[src/rtl/issue_scoreboard_pkg.sv]
// Shared types for the issue scoreboard.
// Shadow entry layout and default pipeline depth.
package issue_scoreboard_pkg;
  typedef logic [4:0] reg_addr_t;
  typedef logic [3:0] iq_addr_t;

  typedef struct packed {
    logic      valid;
    reg_addr_t rd;
  } sb_entry_t;

  localparam int PIPE_DEPTH_DEFAULT = 3;
endpackage

[src/rtl/issue_scoreboard_if.sv]
// Issue-queue head bundle between queue and scoreboard.
// master = issue queue, slave = scoreboard.
interface issue_scoreboard_if #(
  parameter int IQ_AW = 4
);
  import issue_scoreboard_pkg::*;

  logic [IQ_AW-1:0]  iq_size;
  reg_addr_t [1:0]   head_rs;
  logic [1:0]        head_rs_use;
  reg_addr_t [1:0]   head_rt;
  logic [1:0]        head_rt_use;
  reg_addr_t [1:0]   head_rd;
  logic [1:0]        head_rd_we;
  logic [1:0]        iq_pop_number;
  logic [1:0]        issue_valid;

  modport master (
    output iq_size, head_rs, head_rs_use,
    output head_rt, head_rt_use,
    output head_rd, head_rd_we,
    input  iq_pop_number, issue_valid
  );

  modport slave (
    input  iq_size, head_rs, head_rs_use,
    input  head_rt, head_rt_use,
    input  head_rd, head_rd_we,
    output iq_pop_number, issue_valid
  );
endinterface

[src/rtl/issue_scoreboard_hazard_check.sv]
// RAW check of one slot's two sources against the shadow array.
// Entries flagged in byp_i are ignored (regfile bypass).
module sb_hazard_check
  import issue_scoreboard_pkg::*;
#(
  parameter int N = 6
) (
  input  sb_entry_t [N-1:0] sh_i,
  input  logic [N-1:0]      byp_i,
  input  reg_addr_t         rs_i,
  input  logic              rs_use_i,
  input  reg_addr_t         rt_i,
  input  logic              rt_use_i,
  output logic              haz_o
);
  logic rs_live;
  logic rt_live;

  assign rs_live = rs_use_i && (rs_i != '0);
  assign rt_live = rt_use_i && (rt_i != '0);

  // any live source matching a live, non-bypassed writer
  always_comb begin
    haz_o = 1'b0;
    for (int i = 0; i < N; i++) begin
      if (sh_i[i].valid && !byp_i[i]) begin
        if (rs_live && (rs_i == sh_i[i].rd))
          haz_o = 1'b1;
        if (rt_live && (rt_i == sh_i[i].rd))
          haz_o = 1'b1;
      end
    end
  end
endmodule

[src/rtl/issue_scoreboard.sv]
// Dual-issue hazard controller with an in-flight writer shadow.
// Optional ISSUE_SB_PERF_EN adds issue/hazard counters.
module issue_scoreboard
  import issue_scoreboard_pkg::*;
#(
  parameter int IQ_AW      = 4,
  parameter int PIPE_DEPTH = PIPE_DEPTH_DEFAULT,
  parameter int WB_BYPASS  = 0
) (
  input  logic                clk,
  input  logic                rst,
  issue_scoreboard_if.slave   iq,
  input  logic                stall_in,
  input  logic                flush_in,
`ifdef ISSUE_SB_PERF_EN
  output logic [31:0]         perf_hazard_cycles,
  output logic [31:0]         perf_dual_issue,
  output logic [31:0]         perf_single_issue,
`endif
  output logic [31:0]         busy_mask
);
  localparam int N = 2 * PIPE_DEPTH;

  sb_entry_t [N-1:0] sh_q, sh_d;
  logic [31:0]       busy_d;
  logic [N-1:0]      byp;
  logic              v0, v1, h0, h1;
  logic              raw, waw, g0, g1;

  assign v0 = iq.iq_size >= IQ_AW'(1);
  assign v1 = iq.iq_size >= IQ_AW'(2);

  // last stage writes the regfile this cycle; skip it when bypassed
  always_comb begin
    byp = '0;
    if (WB_BYPASS != 0)
      byp[N-1 -: 2] = 2'b11;
  end

  sb_hazard_check #(.N(N)) u_hz0 (
    .sh_i     (sh_q),
    .byp_i    (byp),
    .rs_i     (iq.head_rs[0]),
    .rs_use_i (iq.head_rs_use[0]),
    .rt_i     (iq.head_rt[0]),
    .rt_use_i (iq.head_rt_use[0]),
    .haz_o    (h0)
  );

  sb_hazard_check #(.N(N)) u_hz1 (
    .sh_i     (sh_q),
    .byp_i    (byp),
    .rs_i     (iq.head_rs[1]),
    .rs_use_i (iq.head_rs_use[1]),
    .rt_i     (iq.head_rt[1]),
    .rt_use_i (iq.head_rt_use[1]),
    .haz_o    (h1)
  );

  // intra-pair dependencies and in-order grants
  always_comb begin
    raw = iq.head_rd_we[0] && (iq.head_rd[0] != '0) &&
          ((iq.head_rs_use[1] && (iq.head_rs[1] == iq.head_rd[0])) ||
           (iq.head_rt_use[1] && (iq.head_rt[1] == iq.head_rd[0])));
    waw = iq.head_rd_we[0] && iq.head_rd_we[1] &&
          (iq.head_rd[0] != '0) &&
          (iq.head_rd[0] == iq.head_rd[1]);
    g0  = v0 && !stall_in && !flush_in && !h0;
    g1  = g0 && v1 && !h1 && !raw && !waw;
  end

  assign iq.issue_valid   = {g1, g0};
  assign iq.iq_pop_number = {1'b0, g0} + {1'b0, g1};

  // shadow next state: flush clears, stall holds, else shift in
  always_comb begin
    sh_d = sh_q;
    if (flush_in) begin
      sh_d = '0;
    end else if (!stall_in) begin
      for (int i = N - 1; i >= 2; i--)
        sh_d[i] = sh_q[i-2];
      sh_d[0].valid = g0 && iq.head_rd_we[0] &&
                      (iq.head_rd[0] != '0);
      sh_d[0].rd    = iq.head_rd[0];
      sh_d[1].valid = g1 && iq.head_rd_we[1] &&
                      (iq.head_rd[1] != '0);
      sh_d[1].rd    = iq.head_rd[1];
    end
  end

  // decode pending writers into the busy mask
  always_comb begin
    busy_d = '0;
    for (int i = 0; i < N; i++)
      if (sh_d[i].valid)
        busy_d[sh_d[i].rd] = 1'b1;
  end

  // shadow and busy mask registers
  always_ff @(posedge clk) begin
    if (rst) begin
      sh_q      <= '0;
      busy_mask <= '0;
    end else begin
      sh_q      <= sh_d;
      busy_mask <= busy_d;
    end
  end

`ifdef ISSUE_SB_PERF_EN
  // wrapping issue and hazard counters
  always_ff @(posedge clk) begin
    if (rst) begin
      perf_hazard_cycles <= '0;
      perf_dual_issue    <= '0;
      perf_single_issue  <= '0;
    end else begin
      if (v0 && !g0 && !stall_in)
        perf_hazard_cycles <= perf_hazard_cycles + 32'd1;
      if (g1)
        perf_dual_issue <= perf_dual_issue + 32'd1;
      if (g0 && !g1)
        perf_single_issue <= perf_single_issue + 32'd1;
    end
  end
`endif
endmodule

[src/flat_wrapper.sv]
// flat-port wrapper written by rule: the top's interface ports become plain ports
module issue_scoreboard_flat import issue_scoreboard_pkg::*;
#(
  parameter int IQ_AW      = 4,
  parameter int PIPE_DEPTH = PIPE_DEPTH_DEFAULT,
  parameter int WB_BYPASS  = 0
)
  (clk, rst, stall_in, flush_in, busy_mask, iq_iq_size, iq_head_rs, iq_head_rs_use, iq_head_rt, iq_head_rt_use, iq_head_rd, iq_head_rd_we, iq_iq_pop_number, iq_issue_valid);
  issue_scoreboard_if #(.IQ_AW(IQ_AW)) iq_i ();
  input  logic clk;
  input  logic rst;
  input  logic stall_in;
  input  logic flush_in;
  output logic [31:0] busy_mask;
  input wire logic [$bits(iq_i.iq_size)-1:0] iq_iq_size;
  input wire logic [$bits(iq_i.head_rs)-1:0] iq_head_rs;
  input wire logic [$bits(iq_i.head_rs_use)-1:0] iq_head_rs_use;
  input wire logic [$bits(iq_i.head_rt)-1:0] iq_head_rt;
  input wire logic [$bits(iq_i.head_rt_use)-1:0] iq_head_rt_use;
  input wire logic [$bits(iq_i.head_rd)-1:0] iq_head_rd;
  input wire logic [$bits(iq_i.head_rd_we)-1:0] iq_head_rd_we;
  output wire logic [$bits(iq_i.iq_pop_number)-1:0] iq_iq_pop_number;
  output wire logic [$bits(iq_i.issue_valid)-1:0] iq_issue_valid;
  assign iq_i.iq_size = iq_iq_size;
  assign iq_i.head_rs = iq_head_rs;
  assign iq_i.head_rs_use = iq_head_rs_use;
  assign iq_i.head_rt = iq_head_rt;
  assign iq_i.head_rt_use = iq_head_rt_use;
  assign iq_i.head_rd = iq_head_rd;
  assign iq_i.head_rd_we = iq_head_rd_we;
  assign iq_iq_pop_number = iq_i.iq_pop_number;
  assign iq_issue_valid = iq_i.issue_valid;
  issue_scoreboard #(.IQ_AW(IQ_AW), .PIPE_DEPTH(PIPE_DEPTH), .WB_BYPASS(WB_BYPASS)) u_core (.clk(clk), .rst(rst), .iq(iq_i), .stall_in(stall_in), .flush_in(flush_in), .busy_mask(busy_mask));
endmodule
[config.mk]
export PLATFORM = sky130hd
export DESIGN_NAME = issue_scoreboard_flat
export DESIGN_NICKNAME = d
export VERILOG_FILES = /design/src/rtl/issue_scoreboard_pkg.sv /design/src/rtl/issue_scoreboard_if.sv /design/src/rtl/issue_scoreboard_hazard_check.sv /design/src/rtl/issue_scoreboard.sv /design/src/flat_wrapper.sv
export SDC_FILE = /design/constraint.sdc
export NUM_CORES = 1
export LEC_CHECK = 0
export CELL_PAD_IN_SITES_DETAIL_PLACEMENT = 1
export CELL_PAD_IN_SITES_GLOBAL_PLACEMENT = 1
export CORE_MARGIN = 2
export CORE_UTILIZATION = 38
export CTS_CLUSTER_DIAMETER = 120
export CTS_CLUSTER_SIZE = 20
export DETAILED_ROUTE_END_ITERATION = 8
export PLACE_DENSITY_LB_ADDON = 0.08
export RECOVER_POWER = 25
export SYNTH_ARGS = -nofsm -noshare
export SYNTH_HDL_FRONTEND = slang
export SYNTH_SLANG_ARGS = --single-unit
[constraint.sdc]
create_clock -name clk -period 2.1 [get_ports clk]
set_input_delay 0.21 -clock clk [delete_from_list [all_inputs] [get_ports clk]]
set_output_delay 0.21 -clock clk [all_outputs]
set_load 0.05 [all_outputs]
==> reports/results.txt, run 1 <==
status: finished, violations left
failing checks: negative setup slack
Syn Nets: 825
Worst Path Required: 1890 ps
Int Pwr: 0.00261 W
first-pass GRT wire length: 50700 µm
number of global-route vias before repair: 8265
Max Fclk: 286 MHz
highest metal used: met4
Synth area leaders: dfxtp_1 23%, xor2_1 16%, a22oi_1 7.0%
Max-Cap Viols: 0
Final min period: 3490 ps
Clk pwr share: 42.5%
Filler Cells Inserted: 1788
Register Area: 1410 µm²
initial antenna violation count: 2
slew margin rel.: 39.0%
Vias: 7860
metal2 WL: 16900 µm
Final setup viols: 38
Sequential Power Share: 34.2%
CTS Root Cell: clkbuf_16
final slew viol count: 0
wire length on met1: 13800 µm
Avg Synthesized Cell Area: 7.70 µm²
setup TNS: -48200 ps
die footprint: 16800 µm²
period utilization: 166%
WP data arrival: 3280 ps
sequential fraction of the synthesis area: 22.7%
Slew @ Worst Pin: 908 ps
leakage: 3.81 nW
DP HPWL: 23100 µm
total CTS buffers: 9
DR WL/cell: 30.2 µm
die height: 130 µm
clk slew on worst S/H paths: 70 ps
nets: 1061
library cells used by synthesis: 48
Worst Skew: 12.3 ps
Synth top cells by count: 108 x xor2_1, 95 x nor2_1, 68 x dfxtp_1, 56 x a22oi_1, 41 x buf_2
Port Buffers: 79
Final WS setup: -1390 ps
Synth-to-Final Area Change: 55.3%
drt initial violations: 731
multi-input logic area: 4540 µm²
Comb pwr share: 23.3%
drt first pass iters: 5
RSZ-0062 raised after global routing: true
clock latency on the worst-skew pair: 350 ps
type of the worst min-delay path: primary input to flip-flop
Most used DFF post-synth: dfxtp_1
PwrDens: 413 nW/µm²
Net Sw Frac: 32.2%
final WL: 37300 µm
# rows: 45
htree depth: 3
die extent in x: 130 µm
# clock sinks: 68
synthesized cell area: 6000 µm²
Worst VDD drop: 0.346 mV
worst-case clock buffer depth: 2
YS warnings: 0
Initial Utilization: 39.2%
Final Hold Vio Count: 0
Post-route DRC: 0
All-Layer GR Usage: 40.5%
crit path max fanout: 5
crit path capture type: primary output
critical path class: flip-flop to primary output
Met3 Wirelength: 3280 µm
Routed Antenna Nets: 0
top-count cell post-synth: xor2_1
post-synth top area share: 22.7%
IO Pins: 80
drt via density: 6.37
hold-fix buffers at CTS: 0
CTS tree: built
Yosys reg bits: 68
cell taking the most area after synthesis: dfxtp_1
Mapped Cells: 780
layout cells sized above 1: 34.0%
Place WS: -936 ps
Post-synth ARST share: 0%
Setup crit start kind: flip-flop
Post-synth EDFFs: 0
GP Congestion: 0.995
Congestion Overflow GR: 0
largest net degree at the start of global routing: 57
end-of-flow core utilization: 60.9%
core box area: 15300 µm²
switching power: 0.00124 W
==> power by group through the flow <==
stage / clock (W) / sequential, W / combinational (W)
2_1_floorplan: 0 / 0.00133 / 0.000418
3_3_place_gp: 0 / 0.00135 / 0.000713
3_5_place_dp: 0 / 0.00135 / 0.000750
4_1_cts: 0.00163 / 0.00131 / 0.000797
5_1_grt: 0.00169 / 0.00131 / 0.000926
6_report: 0.00164 / 0.00132 / 0.000897
==> final timing paths <==
path / startpoint / end / slack [ps] / cells after the start
worst min-delay path: stall_in / u_core.sh_q[29] / 470 / 4
worst min register to register: u_core.sh_q[11] / u_core.sh_q[23] / 720 / 2
worst max-delay path: u_core.sh_q[0] / iq_iq_pop_number[0] / -1390 / 9
worst max register to register: u_core.sh_q[0] / u_core.busy_mask[30] / -1330 / 11
==> what timing repair did <==
| action | in CTS | in global routing |
|---|---|---|
| buffers inserted | 12 | 4 |
| endpoints found under the setup margin | 38 | 38 |
| pin swaps | 37 | 11 |
| gates cloned | 1 | 0 |
| resized for setup | 87 | 28 |
==> routing by layer <==
metal,track usage (%),up-vias
met3,9.59,229
met5,0,-
met4,29.0,0
met2,67.4,547
met1,45.7,3841
li1,-,3243
==> metrics by stage <==
stage	instances	hold WS [ps]	total power [W]	instance area, µm²
finish	1233	468	0.00385	9330
CTS	1229	404	0.00374	9160
global route	1233	496	0.00393	9330
detailed placement	1201	643	0.00210	8420
global placement	1201	617	0.00206	8420
floorplan	780	411	0.00175	6090
==> kinds of logic after synthesis <==
group                      count (synthesis)  share of synthesized area (%)
AOI/OAI and AO/OA                        174                           20.0
muxes                                     34                           5.67
buffers and inverters                     97                           8.55
DFF                                       68                           22.7
and+or+nand+nor                          271                           23.2
xor gates and xnor gates                 135                           19.7
adders and majority gates                  1                          0.208
==> layout make-up <==
| cell class | instances | area share [%] |
|---|---|---|
| antenna | 1 | 0.0268 |
| clock buffer | 9 | 2.42 |
| clock inverter | 7 | 0.899 |
| inverter | 8 | 0.322 |
| multi-input combinational | 615 | 48.7 |
| sequential | 68 | 15.1 |
| tap | 211 | 2.83 |
| timing repair buffer | 314 | 29.7 |
==> cells in the final DEF, fill, tap and decap left out, types with 5 or more instances in the layout <==
cell type	n
o21ai_1	22
nor4_1	10
xnor2_1	27
a21oi_1	33
xor2_2	5
nor4_2	17
clkbuf_16	9
buf_12	14
a22oi_1	56
dfxtp_2	15
a221o_1	12
nor3_1	37
nand3_1	23
dfxtp_1	45
mux2i_1	34
buf_4	207
dlygate4sd2_1	8
clkdlybuf4s50_1	61
xor2_1	103
dfxtp_4	8
nand2_1	23
a31oi_1	9
a31oi_2	10
or4_1	6
and3_1	8
buf_6	14
or2_1	14
nor2_1	94
a31oi_4	8
inv_1	5
==> critical path: stages (launching register included) <==
cell	delay [ps]
dfxtp_2	450
xor2_1	150
nor4_2	830
nand3_1	240
and4_4	250
a31oi_4	310
nor3_4	90
and2_4	190
ha_4	270
buf_12	130
==> flip-flops by register name, summed over array words and instances, names as in the netlist <==
register	count
u_core.busy_mask	32
u_core.sh_q	36
No activity file was read; power rests on OpenSTA's default activity.
==> inputs of run 2 (changes only) <==
--- a/config.mk
+++ b/config.mk
@@ -14,6 +14,7 @@
 export DETAILED_ROUTE_END_ITERATION = 8
 export PLACE_DENSITY_LB_ADDON = 0.08
 export RECOVER_POWER = 25
+export SLEW_MARGIN = 15
 export SYNTH_ARGS = -nofsm -noshare
 export SYNTH_HDL_FRONTEND = slang
 export SYNTH_SLANG_ARGS = --single-unit
==> reports/results.txt, run 2 (synthesis results as in run 1) <==
Congestion Overflow GR: 0 (unchanged)
Setup crit start kind: flip-flop
Clk pwr share: 42.8% (+0.3 points)
crit path max fanout: 5 (unchanged)
Regs by FF count: u_core.sh_q x36, u_core.busy_mask x32
final slew viol count: 0 (unchanged)
clock latency on the worst-skew pair: 360 ps (about the same)
Port Buffers: 79 (unchanged)
Net Sw Frac: 33.7% (+1.5 points)
max reg flops: 36 (unchanged)
hold-fix buffers at CTS: 0 (unchanged)
Final min period: 3390 ps (-103 ps)
drt initial violations: 926 (+27%)
drt first pass iters: 5 (unchanged)
Vias: 7963 (+1.3%)
layout cells sized above 1: 37.4% (+3.4 points)
switching power: 0.00133 W (+6.8%)
Int Pwr: 0.00261 W (about the same)
largest net degree at the start of global routing: 57 (unchanged)
reg2reg path depth: 9 (-2)
crit path capture type: primary output
Final Hold Vio Count: 0 (unchanged)
failing checks: negative setup slack
leakage: 3.90 nW (+2.5%)
commonest cells after routing, fill and taps aside: 202 x buf_4, 93 x nor2_1, 88 x xor2_1, 59 x clkdlybuf4s50_1, 56 x a22oi_1
most common cell after layout, fill and taps aside: buf_4
WP data arrival: 3180 ps (-100 ps)
htree depth: 3 (unchanged)
nets: 1064 (+0.28%)
type of the worst min-delay path: primary input to flip-flop
Slew @ Worst Pin: 966 ps (+57.5 ps)
core box area: 15300 µm² (unchanged)
Worst Path Required: 1890 ps (about the same)
drt via density: 6.44 (+0.98%)
Synth-to-Final Area Change: 59.2%
Initial Utilization: 39.2% (unchanged)
Hold Slack: 487 ps (+19.7 ps)
status: finished, violations left
DR WL/cell: 31.7 µm (+5.0%)
critical path class: flip-flop to primary output
Post-route DRC: 0 (unchanged)
Worst Skew: 11.0 ps (-1.32 ps)
die footprint: 16800 µm² (unchanged)
Final WS setup: -1290 ps (+103 ps)
Sequential Power Share: 33.2% (-1.0 points)
Max Fclk: 295 MHz (+3.1%)
slew margin rel.: 35.1% (-3.9 points)
PwrDens: 412 nW/µm² (-0.30%)
Place WS: -943 ps (-6.81 ps)
Max-Cap Viols: 0 (unchanged)
Routed Antenna Nets: 0 (unchanged)
CTS Root Cell: clkbuf_16
All-Layer GR Usage: 38.0% (-2.6 points)
period utilization: 161% (-4.9 points)
Final setup viols: 39 (+2.6%)
first-pass GRT wire length: 47800 µm (-5.7%)
# clock sinks: 68 (unchanged)
IO Pins: 80 (unchanged)
hold depth: 4 (unchanged)
clk slew on worst S/H paths: 70 ps (about the same)
die extent in x: 130 µm (unchanged)
final total power: 0.00393 W (+2.2%)
Worst VDD drop: 0.589 mV (+70%)
number of global-route vias before repair: 7974 (-3.5%)
die height: 130 µm (unchanged)
GP Congestion: 0.995 (unchanged)
DP HPWL: 23200 µm (+0.27%)
worst-case clock buffer depth: 2 (unchanged)
end-of-flow core utilization: 62.4% (+1.5 points)
CTS tree: built
total CTS buffers: 9 (unchanged)
final WL: 39200 µm (+5.3%)
Comb pwr share: 23.9% (+0.6 points)
RSZ-0062 raised after global routing: true
# rows: 45 (unchanged)
Top reg by flops: u_core.sh_q
initial antenna violation count: 5 (+3)
## run 2: worst paths after layout
path / startpoint / end / slack, ps
min: stall_in / u_core.sh_q[30] / 490
min reg2reg: u_core.sh_q[12] / u_core.sh_q[24] / 680
max: u_core.sh_q[10] / iq_iq_pop_number[0] / -1290
max reg2reg: u_core.sh_q[10] / u_core.busy_mask[17] / -1230
## run 2: per-layer routing
metal  global-route usage, %  vias up  share of wire, %
li1                        -     3260                 -
met1                    45.4     3892                37
met2                    64.8      562                45
met3                    6.19      243                11
met4                    21.4        6               7.8
met5                       0        -              0.10
## run 2: repair_timing
action / 4_1_cts / 5_1_grt
setup endpoints to repair: 38 / 38
cloned: 3 / 0
hold endpoints to repair: 0 / 0
setup buffers: 10 / 13
gates resized for setup: 88 / 84
pin swaps: 48 / 41
## run 2: cell type report
cell class                 instances  area, µm²
fill                            1740       5760
multi-input combinational        618       4770
timing repair buffer             314       2750
sequential                        68       1430
tap                              211        264
clock buffer                       9        225
clock inverter                     7       80.1
inverter                           8       35.0
antenna                            2       5.00
## run 2: worst max-delay path, stage by stage (launching register included)
cell and delay, ps:
dfxtp_2 510, xor2_1 160, nor4_1 820, nand3_1 350, a31oi_4 280, nor3_4 100, and2_4 190, ha_4 280
buf_12 130
## run 2: stage by stage
stage | instances | setup TNS [ps] | instance area, µm²
2_1_floorplan | 780 | -904 | 6090
3_3_place_gp | 1201 | -27480 | 8420
3_5_place_dp | 1201 | -31940 | 8430
4_1_cts | 1225 | -15670 | 9110
5_1_grt | 1235 | -42740 | 9550
6_report | 1237 | -43890 | 9560
## run 2: power groups by stage
stage	registers [W]	logic, W	clock network, W
detailed placement	0.00135	0.000751	0
global route	0.00131	0.000961	0.00171
floorplan	0.00133	0.000418	0
CTS	0.00131	0.000795	0.00162
finish	0.00131	0.000942	0.00168
global placement	0.00135	0.000713	0
